==> src/rtl/spi_slave_rx_if.sv <==
// Pin and consumer-side bundle for the dual-lane SPI slave receiver.
// The slave modport is the receiver's view; the master modport is the board/consumer view.
interface spi_slave_rx_if #(
  parameter int unsigned FRAME_BITS = 8
);
  logic                  SPISCLKI;
  logic                  SPISSI;
  logic                  SPISDI_0;
  logic                  SPISDI_1;
  logic                  SPISDO_S;
  logic                  rx_ack;
  logic [FRAME_BITS-1:0] data_0;
  logic [FRAME_BITS-1:0] data_1;
  logic                  rx_avail;
  logic                  rx_overrun;
  logic                  rx_frame_err;

  modport slave (
    input  SPISCLKI, SPISSI, SPISDI_0, SPISDI_1, rx_ack,
    output SPISDO_S, data_0, data_1, rx_avail, rx_overrun, rx_frame_err
  );

  modport master (
    output SPISCLKI, SPISSI, SPISDI_0, SPISDI_1, rx_ack,
    input  SPISDO_S, data_0, data_1, rx_avail, rx_overrun, rx_frame_err
  );
endinterface

==> src/rtl/spi_slave_rx.sv <==
// Dual-lane SPI mode-0 slave receiver, oversampled in the PCLK domain, with a valid/ack holding
// register. Optional echo of the held lane 0 word on SPISDO_S when SPI_SLAVE_ECHO_EN is defined.
module spi_slave_rx #(
  parameter int unsigned FRAME_BITS = 8
) (
  input  logic           PCLK,
  input  logic           PRESET,
  spi_slave_rx_if.slave  bus
);

  localparam int unsigned CntW = $clog2(FRAME_BITS + 1);

  typedef enum logic {StIdle, StActive} state_e;

  logic [2:0] sclk_sync_q, ss_sync_q;
  logic [1:0] sdi0_sync_q, sdi1_sync_q;

  state_e                state_q;
  logic [CntW-1:0]       cnt_q;
  logic [FRAME_BITS-1:0] sh0_q, sh1_q;
  logic                  frame_done_q, frame_err_q;

  logic [FRAME_BITS-1:0] data_0_q, data_1_q;
  logic                  avail_q, overrun_q, frame_err_out_q;

  logic            sclk_rise, ss_fall, ss_rise;
  logic [CntW-1:0] cnt_inc, cnt_after;
  logic            bit_done;

  always_ff @(posedge PCLK) begin
    if (PRESET) begin
      sclk_sync_q <= '0;
      ss_sync_q   <= '0;
      sdi0_sync_q <= '0;
      sdi1_sync_q <= '0;
    end else begin
      sclk_sync_q <= {sclk_sync_q[1:0], bus.SPISCLKI};
      ss_sync_q   <= {ss_sync_q[1:0], bus.SPISSI};
      sdi0_sync_q <= {sdi0_sync_q[0], bus.SPISDI_0};
      sdi1_sync_q <= {sdi1_sync_q[0], bus.SPISDI_1};
    end
  end

  always_comb begin
    sclk_rise = sclk_sync_q[1] & ~sclk_sync_q[2];
    ss_fall   = ~ss_sync_q[1] & ss_sync_q[2];
    ss_rise   = ss_sync_q[1] & ~ss_sync_q[2];
    cnt_inc   = cnt_q + CntW'(1);
    bit_done  = sclk_rise && (cnt_inc == CntW'(FRAME_BITS));
    // Counter value after this cycle's shift; the abort check uses it when SS rises together
    // with the final SCLK edge.
    if (!sclk_rise) begin
      cnt_after = cnt_q;
    end else if (bit_done) begin
      cnt_after = '0;
    end else begin
      cnt_after = cnt_inc;
    end
  end

  always_ff @(posedge PCLK) begin
    if (PRESET) begin
      state_q      <= StIdle;
      cnt_q        <= '0;
      sh0_q        <= '0;
      sh1_q        <= '0;
      frame_done_q <= 1'b0;
      frame_err_q  <= 1'b0;
    end else begin
      frame_done_q <= 1'b0;
      frame_err_q  <= 1'b0;
      case (state_q)
        StIdle: begin
          if (ss_fall) begin
            state_q <= StActive;
            cnt_q   <= '0;
            sh0_q   <= '0;
            sh1_q   <= '0;
          end
        end
        StActive: begin
          if (sclk_rise) begin
            sh0_q        <= {sh0_q[FRAME_BITS-2:0], sdi0_sync_q[1]};
            sh1_q        <= {sh1_q[FRAME_BITS-2:0], sdi1_sync_q[1]};
            frame_done_q <= bit_done;
          end
          cnt_q <= cnt_after;
          if (ss_rise) begin
            state_q     <= StIdle;
            cnt_q       <= '0;
            frame_err_q <= (cnt_after != '0);
          end
        end
        default: state_q <= StIdle;
      endcase
    end
  end

  always_ff @(posedge PCLK) begin
    if (PRESET) begin
      data_0_q        <= '0;
      data_1_q        <= '0;
      avail_q         <= 1'b0;
      overrun_q       <= 1'b0;
      frame_err_out_q <= 1'b0;
    end else begin
      frame_err_out_q <= frame_err_q;
      if (frame_done_q) begin
        if (!avail_q || bus.rx_ack) begin
          data_0_q  <= sh0_q;
          data_1_q  <= sh1_q;
          avail_q   <= 1'b1;
          overrun_q <= 1'b0;
        end else begin
          overrun_q <= 1'b1;
        end
      end else if (bus.rx_ack && avail_q) begin
        avail_q   <= 1'b0;
        overrun_q <= 1'b0;
      end
    end
  end

  assign bus.data_0       = data_0_q;
  assign bus.data_1       = data_1_q;
  assign bus.rx_avail     = avail_q;
  assign bus.rx_overrun   = overrun_q;
  assign bus.rx_frame_err = frame_err_out_q;

`ifdef SPI_SLAVE_ECHO_EN
  logic [FRAME_BITS-1:0] tx_q;
  logic                  sclk_fall;

  assign sclk_fall = ~sclk_sync_q[1] & sclk_sync_q[2];

  always_ff @(posedge PCLK) begin
    if (PRESET) begin
      tx_q <= '0;
    end else if ((state_q == StIdle && ss_fall) || frame_done_q) begin
      tx_q <= data_0_q;
    end else if (state_q == StActive && sclk_fall) begin
      tx_q <= {tx_q[FRAME_BITS-2:0], 1'b0};
    end
  end

  assign bus.SPISDO_S = (state_q == StActive) ? tx_q[FRAME_BITS-1] : 1'b0;
`else
  assign bus.SPISDO_S = 1'b0;
`endif

endmodule

==> src/flat_wrapper.sv <==
// flat-port wrapper written by rule: the top's interface ports become plain ports
module spi_slave_rx_flat 
#(
  parameter int unsigned FRAME_BITS = 8
)
  (PCLK, PRESET, bus_SPISCLKI, bus_SPISSI, bus_SPISDI_0, bus_SPISDI_1, bus_rx_ack, bus_SPISDO_S, bus_data_0, bus_data_1, bus_rx_avail, bus_rx_overrun, bus_rx_frame_err);
  spi_slave_rx_if #(.FRAME_BITS(FRAME_BITS)) bus_i ();
  input  logic PCLK;
  input  logic PRESET;
  input wire logic [$bits(bus_i.SPISCLKI)-1:0] bus_SPISCLKI;
  input wire logic [$bits(bus_i.SPISSI)-1:0] bus_SPISSI;
  input wire logic [$bits(bus_i.SPISDI_0)-1:0] bus_SPISDI_0;
  input wire logic [$bits(bus_i.SPISDI_1)-1:0] bus_SPISDI_1;
  input wire logic [$bits(bus_i.rx_ack)-1:0] bus_rx_ack;
  output wire logic [$bits(bus_i.SPISDO_S)-1:0] bus_SPISDO_S;
  output wire logic [$bits(bus_i.data_0)-1:0] bus_data_0;
  output wire logic [$bits(bus_i.data_1)-1:0] bus_data_1;
  output wire logic [$bits(bus_i.rx_avail)-1:0] bus_rx_avail;
  output wire logic [$bits(bus_i.rx_overrun)-1:0] bus_rx_overrun;
  output wire logic [$bits(bus_i.rx_frame_err)-1:0] bus_rx_frame_err;
  assign bus_i.SPISCLKI = bus_SPISCLKI;
  assign bus_i.SPISSI = bus_SPISSI;
  assign bus_i.SPISDI_0 = bus_SPISDI_0;
  assign bus_i.SPISDI_1 = bus_SPISDI_1;
  assign bus_i.rx_ack = bus_rx_ack;
  assign bus_SPISDO_S = bus_i.SPISDO_S;
  assign bus_data_0 = bus_i.data_0;
  assign bus_data_1 = bus_i.data_1;
  assign bus_rx_avail = bus_i.rx_avail;
  assign bus_rx_overrun = bus_i.rx_overrun;
  assign bus_rx_frame_err = bus_i.rx_frame_err;
  spi_slave_rx #(.FRAME_BITS(FRAME_BITS)) u_core (.PCLK(PCLK), .PRESET(PRESET), .bus(bus_i));
endmodule
==> config.mk <==
export PLATFORM = sky130hd
export DESIGN_NAME = spi_slave_rx_flat
export DESIGN_NICKNAME = d
export VERILOG_FILES = /design/src/rtl/spi_slave_rx_if.sv /design/src/rtl/spi_slave_rx.sv /design/src/flat_wrapper.sv
export SDC_FILE = /design/constraint.sdc
export NUM_CORES = 1
export LEC_CHECK = 0
export CAP_MARGIN = 20
export CELL_PAD_IN_SITES_DETAIL_PLACEMENT = 0
export CELL_PAD_IN_SITES_GLOBAL_PLACEMENT = 1
export CORE_ASPECT_RATIO = 0.7
export CORE_UTILIZATION = 25
export DETAILED_ROUTE_END_ITERATION = 7
export GPL_TIMING_DRIVEN = 0
export MAX_ROUTING_LAYER = met4
export PLACE_DENSITY = 0.49
export SETUP_SLACK_MARGIN = 0.4
export SLEW_MARGIN = 20
export SYNTH_ARGS = -nofsm -noshare
export SYNTH_HDL_FRONTEND = slang
export SYNTH_SLANG_ARGS = --single-unit
==> constraint.sdc <==
create_clock -name PCLK -period 1.9 [get_ports PCLK]
set_clock_uncertainty 0.15 [all_clocks]
set_input_delay 0.285 -clock PCLK [delete_from_list [all_inputs] [get_ports PCLK]]
set_output_delay 0.285 -clock PCLK [all_outputs]
set_load 0.01 [all_outputs]
# Yosys cells after proc, flatten, opt, wreduce, memory -nomap -nowiden
# Cells that the tools add are included.
# Widths: inputs -> output; s select.
# word_totals
latch_bits	0
ff_bits	52
input_bits	7
mem_count	0
output_inout_bits	20
elab_cells	58
mem_bits_rw	0
mem_bits_ro	0
# classes
multipliers	0
addsub	1
mux	18
reduce_logical	11
bitwise	9
n_shift	0
n_div	0
magnitude_cmp	0
n_eq_ne	4
# op_table
cell	n
$pmux 8 s2	2
$mux 8	3
$mux 4	4
$pmux 4 s2	1
$mux 1	7
$not 1->1	6
$reduce_and 2->1	3
$reduce_or 3->1	2
$add 4x1->4 const B	1
$eq 4x4->1 const B	1
$ne 2x2->1 const B	2
$reduce_bool 4->1	1
$and 1x1->1	3
$logic_and 1x1->1	2
$ne 2x1->1 const B	1
$pmux 1 s2	1
$reduce_bool 2->1	1
$logic_not 1->1	1
$logic_or 1x1->1	1

# Longest topological paths before layout
# depth
word_depth	7
mapped_depth	6
mapped_depth_nobuf	5

# Worst setup path after synthesis
# Ideal clock, no wire load.
# synth_timing
path_type	reg2reg
start	register u_core.cnt_q[0]
end	register u_core.frame_err_q
setup_slack_ns	0.352
path_buffers	0
required_ns	1.616
setup_ns	0.134
arrival_ns	1.264
path_stages_with_launch	6
cell_sequence	dfxtp_1 -> ha_1 -> a21boi_0 -> mux2_2 -> a31oi_1 -> a211oi_1
# synth_via
elab_chain_len	6
# synth_lines
element	line_no	text
start, declared	spi_slave_rx.sv:19	logic [CntW-1:0] cnt_q;
start signal, assigned	spi_slave_rx.sv:87	cnt_q <= cnt_after;
$add 4x1->4	spi_slave_rx.sv:48	cnt_inc = cnt_q + CntW'(1);
$eq 4x4->1	spi_slave_rx.sv:49	bit_done = sclk_rise && (cnt_inc == CntW'(FRAME_BITS));
$logic_and 1x1->1	spi_slave_rx.sv:49	
$mux 4	spi_slave_rx.sv:54	end else if (bit_done) begin
$mux 4 (*)	spi_slave_rx.sv:52	if (!sclk_rise) begin
$reduce_bool 4->1 (*)	spi_slave_rx.sv:91	frame_err_q <= (cnt_after != '0);
end signal, assigned	spi_slave_rx.sv:91	
end, declared	spi_slave_rx.sv:21	logic frame_done_q, frame_err_q;
# Mark *: on every way between the ends. The rest lies on a longest branch, timed or not.
# A chain may end at the register's enable or synchronous reset.

# Worst setup path after layout
# layout_timing
start	register u_core.cnt_q[1]
end	register u_core.cnt_q[1]
# layout_via
elab_chain_len	7
# layout_lines
element	line_no	text
$add 4x1->4	spi_slave_rx.sv:48	
$eq 4x4->1	spi_slave_rx.sv:49	
$logic_and 1x1->1	spi_slave_rx.sv:49	
$mux 4	spi_slave_rx.sv:54	
$mux 4 (*)	spi_slave_rx.sv:52	
$mux 4 (*)	spi_slave_rx.sv:88	if (ss_rise) begin
$pmux 4 s2 (*)	spi_slave_rx.sv:72	case (state_q)
# Marks and branches as above.

==> summary.md <==
| Metric | Value |
|---|---|
| Number of core rows | 26 |
| Total gr overflow | 0 |
| Drt first-iter violations | between 40 and 50 |
| Die Y | 74.6 um |
| Predominant post-synthesis flop cell | dfxtp_1 |
| Worst r2r src | u_core.cnt_q[1] |
| Setup-failing EPs final | 0 |
| Final hold viol count | 0 |
| Post-Syn Area | 1880 um^2 |
| Post-synth top cells | dfxtp_1, nand2_1, a21oi_1 |
| Vias in the first global route | 1305 |
| Routed wl met3 | around 170 um |
| CTS Sinks | 52 |
| Met2 Wirelength | 1620 um |
| Worst endpoint required time | 1.91 ns |
| Yosys top cell by area | dfxtp_1 |
| Hold Crit Class | reg -> reg |
| Leakage | 0.938 nW |
| Post-Synthesis Cells | about 200 |
| Placed Instances | 324 |
| CP Class | reg -> reg |
| Ys async rst share | 0% |
| R2r setup slk | 0.34 ns |
| First-pass GRT wire length | approximately 6800 um |
| CP max FO | 4 |
| Pins Over Slew Limit | 0 |
| Core area | 7290 um^2 |
| Wire length per cell | between 10 and 15 um |
| DRT Pass-1 Iters | 4 |
| I/O pins | 27 |
| Arr. time, crit path | 1.57 ns |
| Filler cells | about 800 |
| Yosys warns | 0 |
| # diodes | 0 |
| Syn_nets | 210 |
| Seq/Total Area, Yosys | between 50% and 60% |
| GR Util All Layers | 11.8% |
| Worst reg2reg path endpoint | u_core.cnt_q[1] |
| Routed Antenna Nets | 0 |
| Status | finished, final reports clean |
| Pin count of the biggest net entering global routing | 15 |
| Max-Cap Viols | 0 |
| # port buffers | 24 |
| Post-synthesis register bit count | 52 |
| DR vias | 1468 |
| Max Freq | 642 MHz |
| Power Density | about 730 nW/um^2 |
| Share of layout cells above drive strength 1 | 17.4% |
| CTS H-tree lvls | 2 |
| # DRC | 0 |
| WL final | 4350 um |
| Startpoint Class | flop |
| Hold buffers post-CTS | 0 |
| Placer Congestion | around 0.7 |
| R2r worst-path depth | 5 |
| Die area | slightly below 8000 um^2 |
| Fin Hold WS | ~0.29 ns |
| Antenna violations before repair | 0 |
| Critical path capture point type | flop |
| Initial Utilization | 25.8% |
| Mean Syn Cell Area | 9.31 um^2 |
| Maximum VDD drop | 0.000457 V |
| Post-DP HPWL | 2900 um |
| Synth cell types | 38 |
| Layout area overhead | 33.1% |
| Yosys top cell area share | between 50% and 60% |
| Num CTS Buffers | 5 |
| Largest cells by area after synthesis | dfxtp_1, nand2_1, a22oi_1, a21oi_1, nor2b_1 |
| Post-synth EDFFs | 0 |
| Nets | roughly 250 |
| Startpoint of the worst hold path | u_core.ss_sync_q[0] |
| M1 wire length | approximately 2500 um |
| Clk slew on worst S/H paths | roughly 0.08 ns |
| Fin crit share | 82.0% |
| Worst slew margin | 59.7% |
| Fin cells | 340 |
| RSZ-0062 raised after global routing | yes |
| Min Tclk post-route | 1.56 ns |
| CTS root buffer | clkbuf_8 |
| Uppermost layer routed | met4 |
| Max Root-Sink Buffers | 2 |
| Most common cell in the netlist | dfxtp_1 |
| CTS tree | built |
| Die W | 106 um |
| Clk_lat worst skew | 0.30 ns |
| Vias per inst | 4.32 |
| Hold path depth | 1 |
| Worst slew pin tran | about 0.60 ns |
| CP startpoint | u_core.cnt_q[1] |
| Worst hold endpoint | u_core.ss_sync_q[1] |
layout make-up:
class,count,area [um^2],share of cell area (%)
clock buffer,8,90.1,3.60
multi-input combinational,135,837,33.5
inverter,1,3.75,0.150
sequential,52,1050,42.1
timing repair buffer,32,294,11.8
tap,98,123,4.90
buffer,14,101,4.05
per-stage QoR:
step	worst slack (ns)	instance area (um^2)	TNS, ns	power, W	util (%)
6_report	0.342	2500	0	0.00181	34.3
3_3_place_gp	-0.202	2260	-1.90	0.00120	31.0
2_1_floorplan	0.422	1890	0	0.00117	-
5_1_grt	0.297	2500	0	0.00191	34.3
3_5_place_dp	-0.184	2260	-1.74	0.00119	31.0
4_1_cts	0.342	2390	0	0.00184	32.8
cell usage in the layout (no fill, tap or decap), types with 2 or more instances in the layout:
| cell | instances |
|---|---|
| buf_6 | 3 |
| nor3_1 | 2 |
| buf_4 | 10 |
| nor2_1 | 17 |
| clkdlybuf4s50_1 | 5 |
| dfxtp_1 | 48 |
| nand2_1 | 38 |
| nand2b_1 | 2 |
| clkbuf_1 | 8 |
| dlygate4sd2_1 | 19 |
| clkbuf_8 | 6 |
| nor2b_1 | 12 |
| a22oi_1 | 12 |
| dfxtp_4 | 3 |
| a22oi_2 | 4 |
| o31ai_1 | 2 |
| and2_1 | 2 |
| a21oi_1 | 17 |
registers in the layout (all words and copies together) (netlist names):
register,count
u_core.frame_err_q,1
u_core.sdi0_sync_q,2
u_core.frame_done_q,1
u_core.ss_sync_q,3
u_core.sdi1_sync_q,2
u_core.bus.rx_overrun,1
u_core.sh1_q,8
u_core.bus.rx_frame_err,1
u_core.state_q,1
u_core.bus.data_1,8
u_core.sh0_q,8
u_core.cnt_q,4
u_core.bus.rx_avail,1
u_core.bus.data_0,8
u_core.sclk_sync_q,3
kinds of logic (layout without fill, tap and decap cells):
group                      after synthesis  after routing  share of synthesized area (%)
other                                    1              1                          0.199
AOI/OAI and AO/OA                       47             47                           16.7
xor gates and xnor gates                 1              1                          0.466
muxes                                    2              2                           1.13
buffers and inverters                   15             55                           4.32
adders and majority gates                1              1                          0.665
and+or+nand+nor                         83             83                           21.2
DFF                                     52             52                           55.4
metal layers:
| layer | up-vias | global-route usage [%] |
|---|---|---|
| met5 | - | - |
| met4 | 0 | 2.31 |
| met2 | 28 | 14.7 |
| li1 | 763 | - |
| met1 | 675 | 18.3 |
| met3 | 2 | 2.98 |
worst max path at each step:
stage                           end  slack (ns)  cells past startpoint
4_1_cts          u_core.frame_err_q        0.34                      5
3_5_place_dp   u_core.bus.data_0[6]       -0.18                      6
5_1_grt             u_core.cnt_q[1]        0.30                      5
2_1_floorplan       u_core.cnt_q[1]        0.42                      5
6_report            u_core.cnt_q[1]        0.34                      5
3_3_place_gp   u_core.bus.data_1[1]       -0.20                      7
repair_timing:
item	CTS	global route
gates cloned	0	1
buffers inserted	2	5
setup endpoints to repair	42	24
pin swaps	3	2
endpoints found under the hold margin	0	0
gates resized for setup	37	14
critical path, cell delays in order, from the launching register on:
cell      delay, ns
dfxtp_4        0.37
ha_4           0.23
a21boi_1       0.13
mux2_4         0.28
a31oi_4        0.19
o31ai_1        0.08
report_power, final:
part	switching (W)	total, W	leakage, nW	internal, W
clock	0.000344	0.000642	0.0455	0.000298
combinational	0.0000411	0.0000725	0.469	0.0000314
sequential	0.00000515	0.00110	0.424	0.00109
total	0.000390	0.00181	0.938	0.00142
Note: power is estimated with default switching activity, not from simulation.
